**src/rtl/multimode_shift_counter.sv**
```systemverilog
// Prescaled multi-mode sequence generator: Johnson, ring, Fibonacci LFSR or
// binary up/down counter in one register, with load, illegal-state recovery and tick/wrap strobes.
module multimode_shift_counter #(
  parameter int unsigned WIDTH      = 8,
  parameter int unsigned PRESCALE_W = 8,
  parameter logic [WIDTH-1:0] TAPS  = 8'hB8
) (
  input  logic                  clk,
  input  logic                  rst_n,
  input  logic                  en,
  input  logic [1:0]            mode,
  input  logic                  dir,
  input  logic                  load,
  input  logic [WIDTH-1:0]      load_val,
  input  logic [PRESCALE_W-1:0] prescale,
  output logic [WIDTH-1:0]      q,
  output logic                  tick,
  output logic                  wrap
);

  typedef enum logic [1:0] {
    MODE_JOHNSON = 2'b00,
    MODE_RING    = 2'b01,
    MODE_LFSR    = 2'b10,
    MODE_BINARY  = 2'b11
  } mode_e;

  logic [PRESCALE_W-1:0] pcnt;
  logic [WIDTH-1:0]      q_next;
  logic [WIDTH-1:0]      seed;
  logic [WIDTH-2:0]      edges;
  logic                  johnson_legal;
  logic                  step;

  // A legal Johnson word has at most one place where neighbouring bits differ.
  assign edges         = q[WIDTH-1:1] ^ q[WIDTH-2:0];
  assign johnson_legal = (edges & (edges - (WIDTH-1)'(1))) == '0;
  assign step          = en && (pcnt == prescale);

  always_comb begin
    q_next = q;
    seed   = '0;
    case (mode_e'(mode))
      MODE_JOHNSON: begin
        seed = '0;
        if (!johnson_legal) q_next = '0;
        else if (dir)       q_next = {~q[0], q[WIDTH-1:1]};
        else                q_next = {q[WIDTH-2:0], ~q[WIDTH-1]};
      end
      MODE_RING: begin
        seed = WIDTH'(1);
        if (q == '0)  q_next = WIDTH'(1);
        else if (dir) q_next = {q[0], q[WIDTH-1:1]};
        else          q_next = {q[WIDTH-2:0], q[WIDTH-1]};
      end
      MODE_LFSR: begin
        // All-zero is the lock-up state of an XOR LFSR; escape to the seed.
        seed = WIDTH'(1);
        if (q == '0) q_next = WIDTH'(1);
        else         q_next = {q[WIDTH-2:0], ^(q & TAPS)};
      end
      default: begin
        seed   = dir ? '1 : '0;
        q_next = dir ? (q - WIDTH'(1)) : (q + WIDTH'(1));
      end
    endcase
  end

  always_ff @(posedge clk) begin
    if (!rst_n) begin
      q    <= '0;
      pcnt <= '0;
      tick <= 1'b0;
      wrap <= 1'b0;
    end else if (load) begin
      q    <= load_val;
      pcnt <= '0;
      tick <= 1'b0;
      wrap <= 1'b0;
    end else if (step) begin
      q    <= q_next;
      pcnt <= '0;
      tick <= 1'b1;
      wrap <= (q_next == seed);
    end else begin
      // Past a lowered compare value pcnt keeps counting and wraps around.
      if (en) pcnt <= pcnt + PRESCALE_W'(1);
      tick <= 1'b0;
      wrap <= 1'b0;
    end
  end

endmodule

```
**config.mk**
```make
export PLATFORM = sky130hd
export DESIGN_NAME = multimode_shift_counter
export DESIGN_NICKNAME = d
export VERILOG_FILES = /design/src/rtl/multimode_shift_counter.sv
export SDC_FILE = /design/constraint.sdc
export NUM_CORES = 1
export LEC_CHECK = 0
export CAP_MARGIN = 20
export CORE_MARGIN = 4
export CORE_UTILIZATION = 53
export DETAILED_ROUTE_END_ITERATION = 12
export PLACE_DENSITY_LB_ADDON = 0.05
export SETUP_SLACK_MARGIN = 0.15
export SYNTH_ARGS = -nofsm -noshare
export SYNTH_HDL_FRONTEND = slang
export SYNTH_SLANG_ARGS = --single-unit
```
**constraint.sdc**
```tcl
create_clock -name clk -period 2.8 [get_ports clk]
set_input_delay 0.56 -clock clk [delete_from_list [all_inputs] [get_ports clk]]
set_output_delay 0.56 -clock clk [all_outputs]
set_load 0.1 [all_outputs]
```
-- Word-level counts from Yosys, hierarchy flattened
Index checks and enable logic that the tools add are counted.
- bitwise gates (word level): 6
- add/sub/neg operators: 4
- multiplexer cells: 12
- equality and inequality tests: 4
- reduce and logical (&&, ||, !) cells: 10
- operator list (operator ; count):
    $mux 8 ; 9
    $pmux 8 s3 ; 1
    $add 8x1->8 const B ; 2
    $eq 8x8->1 ; 2
    $pmux 8 s2 ; 1
    $logic_not 8->1 ; 1
    $reduce_xor 8->1 ; 1
    $sub 8x1->8 const B ; 1
    $and 7x7->7 ; 1
    $logic_not 7->1 ; 1
    $sub 7x1->7 const B ; 1
    $xor 7x7->7 ; 1
    $reduce_or 3->1 ; 2
    $not 1->1 ; 4
    $reduce_or 2->1 ; 2
    $eq 2x1->1 const B ; 1
    $eq 2x2->1 const B ; 1
    $logic_not 2->1 ; 1
    $reduce_bool 2->1 ; 1
    $logic_and 1x1->1 ; 1
    $mux 1 ; 1
- word-level logic and storage cells: 40
- output and inout bits: 10
- bits in registers: 18
- bits of input ports: 23

-- Longest topological paths before layout
Gate-level depths: netlist (run 1).
- word-level depth: 8
- mapped depth: 11
- depth with buffers taken out: 10

-- Least setup slack after synthesis (run 1)
No wires, ideal clock.
- path type: register to register
- start: register q[0]
- end: register wrap
- path buffers: 0
- required time: 2.684 ns
- arrival: 3.272 ns
- setup time: 0.116 ns
- period minus slack after synthesis: 3.388 ns
- path slack: -0.588 ns
- stages on the path, launching flop included: 11
- path through: dfxtp_1 > inv_1 > ha_1 > nor2_1 > a21oi_1 > or3b_4 > or2_1 > a221oi_1 > or4b_1 > nor4_2 > o211a_1
- word-level cells in the longest chain between the ends: 7
- elaborated cells on any way between the ends: 16
- those cells by class: add/sub: 3; eq/ne: 1; mux: 7; bitwise: 3; reduce/logical: 2
- ends and longest elaborated chain (element ; line ; text):
    from (decl) ; 16 ; output logic [WIDTH-1:0] q,
    from (signal assigned) ; 76 ; q <= load_val;
    from (signal assigned) ; 81 ; q <= q_next;
    $xor 7x7->7 ; 36 ; assign edges = q[WIDTH-1:1] ^ q[WIDTH-2:0];
    $sub 7x1->7 ; 37 ; assign johnson_legal = (edges & (edges - (WIDTH-1)'(1))) == '0;
    $and 7x7->7 ; 37 ;
    $logic_not 7->1 ; 37 ;
    $mux 8 ; 46 ; if (!johnson_legal) q_next = '0;
    $pmux 8 s3 * ; 43 ; case (mode_e'(mode))
    $eq 8x8->1 * ; 84 ; wrap <= (q_next == seed);
    to (signal assigned) ; 84 ;
    to (decl) ; 18 ; output logic wrap
Mark *: on every way between the ends. The rest lies on a longest branch, timed or not.
A chain may end at the register's enable or synchronous reset.

-- Final worst setup path (run 1)
- start: input dir
- end: register wrap
- word-level cells in the longest chain between the ends: 4
- elaborated cells on any way between the ends: 9
- those cells by class: eq/ne: 1; mux: 8
- ends and longest elaborated chain (element ; line ; text):
    from (decl) ; 12 ; input logic dir,
    $mux 8, on equally long branches ; 53, 47 ;
    $mux 8, on equally long branches ; 52, 46 ;
    $pmux 8 s3 ; 43 ;
    $eq 8x8->1 * ; 84 ;
Marked as above.

==> flow_metrics.env, run 1 <==
export IMPL_run_status="completed"
export IMPL_grt_use_total=0.229
export IMPL_first_global_vias=1792
export IMPL_grt_pass1_wl_um=7970
export IMPL_antennaDiodeCount=0
export IMPL_die_area_um2=4520
export IMPL_fin_crit_sh=0.952
export IMPL_ys_types=54
export IMPL_port_buffers=32
export IMPL_viasPerCell=5.87
export IMPL_cp_start_kind="input pin"
export IMPL_gp_congestion=0.905
export IMPL_ant_nets=0
export IMPL_clock_skew_ns=0.0117
export IMPL_cts_made_buffers=3
export IMPL_cts_root_buf="clkbuf_4"
export IMPL_finalSetupTns_ns=0
export IMPL_layout_cells_non_filler=340
export IMPL_synthesis_area_um2=1860
export IMPL_max_cap_violations=0
export IMPL_reg2regPathDepth=11
export IMPL_drc_errors=0
export IMPL_crit_required_ns=3.05
export IMPL_worstReg2RegStart="q[2]"
export IMPL_ys_seq_elements=18
export IMPL_antenna_found_initial=0
export IMPL_seq_area_frac_synth=0.194
export IMPL_crit_start="dir"
export IMPL_areaGrowthSynthToFinish_pct=40.6
export IMPL_clk_pin_slew_ns=0.10
export IMPL_final_area_um2=2620
export IMPL_peakVddDrop_uv=256
export IMPL_h_tree_depth=1
export IMPL_finalCoreUtilization=0.778
export IMPL_num_vias=1995
export IMPL_path_class="input pin to flip-flop"
export IMPL_relSlewSlack=0.648
export IMPL_syn_inst=236
export IMPL_synth_edff_count=0
export IMPL_crit_fanout=5
export IMPL_dr_pass1_iters=4
export IMPL_fmax_ghz=0.375
export IMPL_seq_area_um2=390
export IMPL_core_area_um2=3360
export IMPL_yosys_warnings=0
export IMPL_multiInputGateArea_um2=1550
export IMPL_rsz0062_at_grt="true"
export IMPL_r2r_slack_ns=0.24
export IMPL_ios=33
export IMPL_drtIter0Drc=158
export IMPL_arrival_ns=2.92
export IMPL_cts_tree="done"
export IMPL_nets=334
export IMPL_clock_path_buffers=2
export IMPL_syn_nets=275
export IMPL_dp_cells=333
export IMPL_hold_buffers=0
export IMPL_start_util=0.553
export IMPL_p_total_uw=841
export IMPL_num_fill_cells=282
export IMPL_rr_endpoint="wrap"
export IMPL_p_per_area_nw_per_um2=322
export IMPL_die_w_um=67.3
export IMPL_clk_latency_ns=0.30
export IMPL_die_height_um=67.3
export IMPL_drive_above_1_share=0.282
export IMPL_setup_violations=0
export IMPL_placed_cell_area_um2=2460
export IMPL_dp_hpwl_um=4020
export IMPL_ys_flop_type="dfxtp_1"
export IMPL_syn_area_per_cell_um2=7.88
export IMPL_overflow=0
export IMPL_synthArstFlopShare=0
export IMPL_report_final_slew_viol_count=0
export IMPL_min_period_ns=2.67
export IMPL_end_kind="flip-flop"
export IMPL_hold_path_class="flip-flop to flip-flop"
export IMPL_cp_endpoint="wrap"
export IMPL_rows=21
export IMPL_routedWlPerCell_um=15.5
export IMPL_final_hold_viol_count=0
export IMPL_grt_max_degree=21
export IMPL_leakage_nw=1.07
export IMPL_worst_pin_slew_ns=0.524
export IMPL_wl_um=5290
export IMPL_cts_sinks=18
## stage by stage
step	hold WS (ns)	worst slack, ns
finish	0.547	0.135
detailed placement	0.526	-0.412
CTS	0.548	0.170
global placement	0.516	-0.382
floorplan	0.500	0.130
global route	0.579	-0.0122
## routing by layer
metal / GRT usage / up-vias / part of all wire
li1: - / 963 / -
met1: 0.292 / 920 / 0.43
met2: 0.404 / 101 / 0.48
met3: 0.0250 / 11 / 0.075
met4: 0.0684 / 0 / 0.017
met5: 0 / - / 0
## logic make-up (layout without fill, tap and decap cells)
| group | Yosys count | after routing | synth area share |
|---|---|---|---|
| multiplexers | 7 | 7 | 0.0383 |
| AND/OR/NAND/NOR | 88 | 88 | 0.236 |
| XOR/XNOR | 25 | 25 | 0.128 |
| flip-flops | 18 | 18 | 0.194 |
| buffers and inverters | 25 | 83 | 0.0619 |
| AO/OA/AOI/OAI | 57 | 57 | 0.231 |
| adder cells (fa/ha/maj) | 16 | 16 | 0.112 |
## Yosys cell counts (2+ instances only)
master,n,area share
nand3_1,6,0.016
xor2_1,9,0.042
o21ai_0,10,0.027
mux2i_1,6,0.032
a21oi_1,12,0.032
and2_1,6,0.020
a31oi_1,2,0.0067
o2111ai_1,3,0.014
nor2b_1,3,0.010
buf_4,2,0.0081
a22oi_1,2,0.0081
o211ai_1,4,0.016
a221oi_1,5,0.024
a211oi_1,2,0.0081
a22o_1,2,0.0094
ha_1,15,0.10
and3_1,3,0.010
nor3_1,5,0.013
a21o_1,2,0.0081
a311oi_1,2,0.0094
dfxtp_1,18,0.19
nand4_1,6,0.020
inv_1,18,0.036
nand2_1,25,0.050
nor2_1,24,0.048
and4_1,2,0.0094
xnor2_1,15,0.071
## layout make-up
| type | count | share of cell area |
|---|---|---|
| clock buffers | 4 | 0.0100 |
| inverters | 18 | 0.0258 |
| multi-input cells | 193 | 0.592 |
| flip-flops and latches | 18 | 0.149 |
| well taps | 46 | 0.0220 |
| repair buffers | 61 | 0.201 |
## timing repair
item	in CTS	in global routing
setup buffers	0	3
pin swaps	1	3
setup endpoints to repair	3	4
resized for setup	3	15
## critical path: stages
cell,delay (ns)
clkdlybuf4s15_1,0.24
ha_1,0.38
nor2b_1,0.15
o21ai_0,0.28
nand2_1,0.15
xnor2_2,0.19
a221oi_2,0.10
or4b_1,0.54
nor4_2,0.14
o211a_1,0.17
## power breakdown
group	switching [mW]	leakage, nW	internal, mW
combinational	0.232	0.900	0.198
clock	0.0774	0.0150	0.0554
sequential	0.0178	0.152	0.261
## placed cells by master (no fill, tap or decap), drive strengths merged, types with 3 or more instances in the layout
master / count
nor2b: 3
nand3: 6
nand2: 25
clkbuf: 4
xor2: 9
inv: 18
nand4: 6
nor2: 25
o2111ai: 3
dfxtp: 18
and2: 6
o21ai: 10
nor3: 5
mux2i: 6
buf: 39
xnor2: 16
clkdlybuf4s50: 21
a21oi: 12
a221oi: 5
o211ai: 4
ha: 15
a22o: 3
and3: 3
## flip-flops by register name, summed over array words and instances (netlist names)
| register | cells |
|---|---|
| pcnt | 8 |
| q | 8 |
| tick | 1 |
| wrap | 1 |
## worst min path at each step
| stage | from | endpoint | cells after the start |
|---|---|---|---|
| 2_1_floorplan | pcnt[7] | pcnt[7] | 2 |
| 3_3_place_gp | pcnt[7] | pcnt[7] | 2 |
| 3_5_place_dp | pcnt[7] | pcnt[7] | 2 |
| 4_1_cts | pcnt[7] | pcnt[7] | 2 |
| 5_1_grt | pcnt[7] | pcnt[7] | 2 |
| 6_report | pcnt[7] | pcnt[7] | 2 |
Power figures use the tool's default switching activity.
==> run 2: changes to the inputs <==
--- a/config.mk
+++ b/config.mk
@@ -7,8 +7,10 @@
 export LEC_CHECK = 0
 export CAP_MARGIN = 20
 export CORE_MARGIN = 4
-export CORE_UTILIZATION = 53
+export CORE_UTILIZATION = 33
 export DETAILED_ROUTE_END_ITERATION = 12
+export GPL_TIMING_DRIVEN = 0
+export HOLD_SLACK_MARGIN = 0.05
 export PLACE_DENSITY_LB_ADDON = 0.05
 export SETUP_SLACK_MARGIN = 0.15
 export SYNTH_ARGS = -nofsm -noshare
==> flow_metrics.env, run 2 (same netlist as run 1, synthesis figures left out) <==
export IMPL_setup_violations=0
export IMPL_rows=27
export IMPL_cp_start_kind="flip-flop"
export IMPL_finalCoreUtilization=0.480
export IMPL_crit_family="simple AND/OR/NAND/NOR gates"
export IMPL_dr_pass1_iters=4
export IMPL_antennaDiodeCount=0
export IMPL_place_ws_ns=-1.09
export IMPL_crit_fanout=7
export IMPL_cts_root_buf="clkbuf_8"
export IMPL_grt_pass1_wl_um=8630
export IMPL_holdWs_ns=0.542
export IMPL_multiInputGateArea_um2=1580
export IMPL_run_status="completed"
export IMPL_max_cap_violations=0
export IMPL_num_vias=1846
export IMPL_die_area_um2=6900
export IMPL_crit_buf_inv=2
export IMPL_first_global_vias=1793
export IMPL_final_hold_viol_count=0
export IMPL_clk_latency_ns=0.26
export IMPL_die_w_um=83.1
export IMPL_seq_area_um2=390
export IMPL_rsz0062_at_grt="false"
export IMPL_hold_path_class="flip-flop to flip-flop"
export IMPL_max_stage_delay_ns=0.46
export IMPL_path_class="flip-flop to flip-flop"
export IMPL_num_fill_cells=583
export IMPL_mostFrequentLayoutCells="29 x clkdlybuf4s50_1, 25 x nand2_1, 22 x nor2_1, 14 x xnor2_1, 12 x inv_1"
export IMPL_cts_tree="done"
export IMPL_fin_crit_sh=0.928
export IMPL_drtIter0Drc=86
export IMPL_clock_skew_ns=0.0109
export IMPL_clock_path_buffers=2
export IMPL_end_kind="flip-flop"
export IMPL_routedWlPerCell_um=15.3
export IMPL_cts_sinks=18
export IMPL_arrival_ns=2.74
export IMPL_leakage_nw=0.994
export IMPL_start_util=0.340
export IMPL_report_final_slew_viol_count=0
export IMPL_pwr_share_comb=0.466
export IMPL_hold_buffers=0
export IMPL_worst_pin_slew_ns=0.966
export IMPL_ios=33
export IMPL_drc_errors=0
export IMPL_layout_cells_non_filler=352
export IMPL_die_height_um=83.1
export IMPL_grt_use_total=0.150
export IMPL_crit_slowest_cell="or3b_4"
export IMPL_areaGrowthSynthToFinish_pct=41.1
export IMPL_port_buffers=32
export IMPL_p_total_uw=927
export IMPL_final_common_cell="clkdlybuf4s50_1"
export IMPL_p_int_uw=579
export IMPL_switching_share=0.376
export IMPL_power_frac_seq=0.300
export IMPL_clkPwrFrac=0.233
export IMPL_crit_required_ns=2.94
export IMPL_p_per_area_nw_per_um2=353
export IMPL_fmax_ghz=0.385
export IMPL_peakVddDrop_uv=183
export IMPL_p_switching_uw=348
export IMPL_min_period_ns=2.60
export IMPL_wl_um=5370
export IMPL_h_tree_depth=1
export IMPL_clk_pin_slew_ns=0.08
export IMPL_setup_ws_ns=0.201
export IMPL_nets=320
export IMPL_core_area_um2=5470
export IMPL_relSlewSlack=0.354
export IMPL_reg_largest_list="pcnt x8, q x8"
export IMPL_viasPerCell=5.24
export IMPL_cp_cell_sequence="buf_8 > inv_2 > ha_4 > nor2_4 > a21oi_1 > or3b_4 > or2_4 > a221oi_4 > or4b_4 > nor4_4 > o211a_1"
export IMPL_dp_cells=340
export IMPL_overflow=0
export IMPL_dp_hpwl_um=4150
export IMPL_cts_made_buffers=3
export IMPL_ant_nets=0
export IMPL_drive_above_1_share=0.239
export IMPL_antenna_found_initial=0
export IMPL_grt_max_degree=13
export IMPL_gp_congestion=0.813
==> run 2: final timing paths <==
| check | start | end | slack, ns | cells after the start |
|---|---|---|---|---|
| hold reg to reg | pcnt[7] | pcnt[7] | 0.54 | 2 |
| setup reg to reg | q[3] | wrap | 0.20 | 11 |
| setup / recovery | q[3] | wrap | 0.20 | 11 |
| hold / removal | pcnt[7] | pcnt[7] | 0.54 | 2 |
==> run 2: stage by stage <==
step / instance area, um2 / TNS [ns]
2_1_floorplan: 1950 / 0
5_1_grt: 2630 / 0
3_3_place_gp: 2360 / -4.34
4_1_cts: 2480 / 0
3_5_place_dp: 2360 / -4.51
6_report: 2630 / 0
==> run 2: power by group through the flow <==
stage / combinational [mW] / sequential, mW / clock (mW)
2_1_floorplan: 0.224 / 0.325 / 0
3_3_place_gp: 0.370 / 0.283 / 0
3_5_place_dp: 0.370 / 0.284 / 0
4_1_cts: 0.386 / 0.278 / 0.226
5_1_grt: 0.469 / 0.280 / 0.240
6_report: 0.432 / 0.279 / 0.216
==> run 2: final cells by class <==
type	instances	share of cell area
plain buffers	7	0.0224
clock buffers	4	0.0210
inverters	18	0.0272
multi-input cells	193	0.601
flip-flops and latches	18	0.149
well taps	72	0.0343
repair buffers	40	0.146
==> run 2: tightest hold or removal path: stages (launching register included) <==
cell and delay [ns]:
dfxtp_1 0.35, xor2_1 0.07, nor2_1 0.08
==> run 2: timing repair <==
action / CTS / global route
setup endpoints to repair: 8 / 5
pin swaps: 5 / 15
resized for setup: 19 / 22
buffers inserted: 2 / 6
==> run 2: layer usage <==
metal	up-vias	global-route usage	share of wire
met4	0	0.0223	0.0074
met1	862	0.211	0.49
li1	941	-	-
met5	-	0	0
met3	4	0.0198	0.036
met2	39	0.250	0.47
==> run 3: changes to the inputs <==
--- a/config.mk
+++ b/config.mk
@@ -10,9 +10,10 @@
 export CORE_UTILIZATION = 33
 export DETAILED_ROUTE_END_ITERATION = 12
 export GPL_TIMING_DRIVEN = 0
-export HOLD_SLACK_MARGIN = 0.05
+export HOLD_SLACK_MARGIN = 0.06
 export PLACE_DENSITY_LB_ADDON = 0.05
 export SETUP_SLACK_MARGIN = 0.15
+export SKIP_LAST_GASP = 1
 export SYNTH_ARGS = -nofsm -noshare
 export SYNTH_HDL_FRONTEND = slang
 export SYNTH_SLANG_ARGS = --single-unit
==> results of run 3 <==
No change in the layout: final DEF, timing and power equal those of run 2.
==> RTL change, RTL diff (config.mk and constraints of run 2) <==
Change the parameter `PRESCALE_W` from 8 to 6.
--- a/src/rtl/multimode_shift_counter.sv
+++ b/src/rtl/multimode_shift_counter.sv
@@ -3,5 +3,5 @@
 module multimode_shift_counter #(
   parameter int unsigned WIDTH      = 8,
-  parameter int unsigned PRESCALE_W = 8,
+  parameter int unsigned PRESCALE_W = 6,
   parameter logic [WIDTH-1:0] TAPS  = 8'hB8
 ) (
Interface: changed (resized prescale); port bits go from 33 to 31. No check against the original RTL was run, so the function may have changed too.
==> RTL change against run 2 <==
Routed wire length is 2.3% lower. Sequential cell count shrank 2. Cell area is 10% lower. Die area down 5.2%. Clock skew shrank 0.010 ns. Area after synthesis is 5.8% lower. Total power down 4.4%. Clock power fell by 6%. Worst setup slack better by 0.026 ns. Maximum frequency rose by 1.0%. Worst hold slack gained 0.0053 ns. Critical endpoint is now q[6]$_SDFFE_PN0P_. Largest power group unchanged. Highest routed layer unchanged.
==> RTL change: results (changes against run 2) <==
stage	metric	value	unit	change
final_layout	layout cells sized above 1	18.3	%	-5.7 points
power	Static Leakage	0.937	nW	-5.8%
final_layout	final net count	301		-5.9%
status	status	complete, no violations		
place	RePlAce Congestion	0.841		+3.5%
place	DP HPWL	3.90	mm	-5.9%
critical_path	largest stage delay on the critical path	0.42	ns	-0.04 ns
final_layout	Fill cells	569		-2.4%
critical_path	CP arrival	2.76	ns	+0.02 ns
global_route	vias in the first global route	1670		-6.9%
synthesis	ranking of synthesized cells by area	dfxtp_1 18%, ha_1 11%, xor2_1 6.5%		
global_route	first-pass GRT wire length	8.29	mm	-4.0%
routing	vias	1781		-3.5%
final_layout	Regs by FF count	q (8), pcnt (6)		
place	Port Buffer Count	28		-13%
sta	Clock Skew	0.000910	ns	-0.00997 ns
synthesis	Syn Nets	263		-4.4%
critical_path	Reg2Reg Setup Slack	0.27	ns	+0.07 ns
synthesis	Seq/Total Area, Yosys	18.3	%	-1.1 points
critical_path	Worst Path Max Fanout	10		+3
synthesis	Distinct cells, synth	53		-1.9%
critical_path	CP max-delay cell	a221o_1		
synthesis	Synth top cells by count	16 x a21oi_1, 16 x dfxtp_1, 16 x nand2_1, 16 x nor2_1, 15 x ha_1		
clocking	Clock transition at path regs	0.06	ns	-0.02 ns
routing	final wirelength	5.25	mm	-2.3%
global_route	largest net degree at the start of global routing	11		-2
global_route	Tot GR Track Use	16.0	%	+0.94 points
## RTL change: cell types whose count changed after synthesis, moves of 5 or more
cell      change
nand2_1       -9
clkbuf_1      +8
nor2_1        -8
o211a_1       +6
xnor2_1       -6
a221oi_1      -5
and2_1        -5
## RTL change: per-stage QoR
step	setup WS, ns	util [%]	hold WS [ns]	instances	cell area (um2)
6_report	0.227	46.0	0.547	333	2360
5_1_grt	0.143	46.0	0.588	333	2360
4_1_cts	0.143	43.5	0.551	329	2240
3_5_place_dp	-0.855	42.0	0.535	324	2160
3_3_place_gp	-0.886	42.0	0.528	324	2160
2_1_floorplan	0.157	-	0.504	226	1790
## RTL change: cell families (layout without fill, tap and decap cells)
kind of cell | count (synthesis) | after routing | synth area share (%)
AOI/OAI and AO/OA | 66 | 66 | 26.6
xor gates and xnor gates | 22 | 22 | 11.0
adders and majority gates | 17 | 17 | 12.4
buffers and inverters | 29 | 66 | 6.92
DFF | 16 | 16 | 18.3
muxes | 9 | 9 | 5.35
and+or+nand+nor | 67 | 67 | 19.5
## RTL change: worst max-delay path: cells and delay by family
family,cells,cell delay [ns]
buf+inv,4,0.44
compound gates,5,1.02
fa+ha+maj,1,0.39
xor+xnor,1,0.18
simple gates,1,0.17
## RTL change: report_power, final
part | internal [mW] | switching, mW
sequential | 0.237 | 0.0203
combinational | 0.183 | 0.244
clock | 0.125 | 0.0782
total | 0.544 | 0.342
## RTL change: path summary, 6_finish.rpt
check	from	end	cells past startpoint
worst max-delay path	dir	q[6]$_SDFFE_PN0P_	12
worst min-delay path	pcnt[5]$_SDFFE_PP0P_	pcnt[5]$_SDFFE_PP0P_	2
worst max register to register	q[4]$_SDFFE_PN0P_	q[6]$_SDFFE_PN0P_	10
worst min register to register	pcnt[5]$_SDFFE_PP0P_	pcnt[5]$_SDFFE_PP0P_	2
## RTL change: metal layers
| layer | global-route usage [%] | up-vias | share of wire (%) |
|---|---|---|---|
| met5 | 0 | - | 0 |
| met4 | 3.04 | 0 | 0.40 |
| met3 | 1.88 | 4 | 4.7 |
| met2 | 26.0 | 37 | 47 |
| met1 | 22.7 | 837 | 48 |
| li1 | - | 903 | - |
## RTL change: cell type report
| class | count | area (um2) | share of cell area (%) |
|---|---|---|---|
| well taps | 70 | 87.6 | 3.71 |
| repair buffers | 34 | 327 | 13.8 |
| inverters | 14 | 52.6 | 2.22 |
| flip-flops and latches | 16 | 340 | 14.4 |
| clock buffers | 4 | 55.1 | 2.33 |
| multi-input cells | 181 | 1400 | 59.3 |
| plain buffers | 14 | 98.8 | 4.18 |
## RTL change: repair_timing
item,4_1_cts,5_1_grt
buffers inserted,2,4
pin swaps,2,5
resized for setup,10,24
setup endpoints to repair,8,6
hold buffers,0,0
endpoints found under the hold margin,0,0
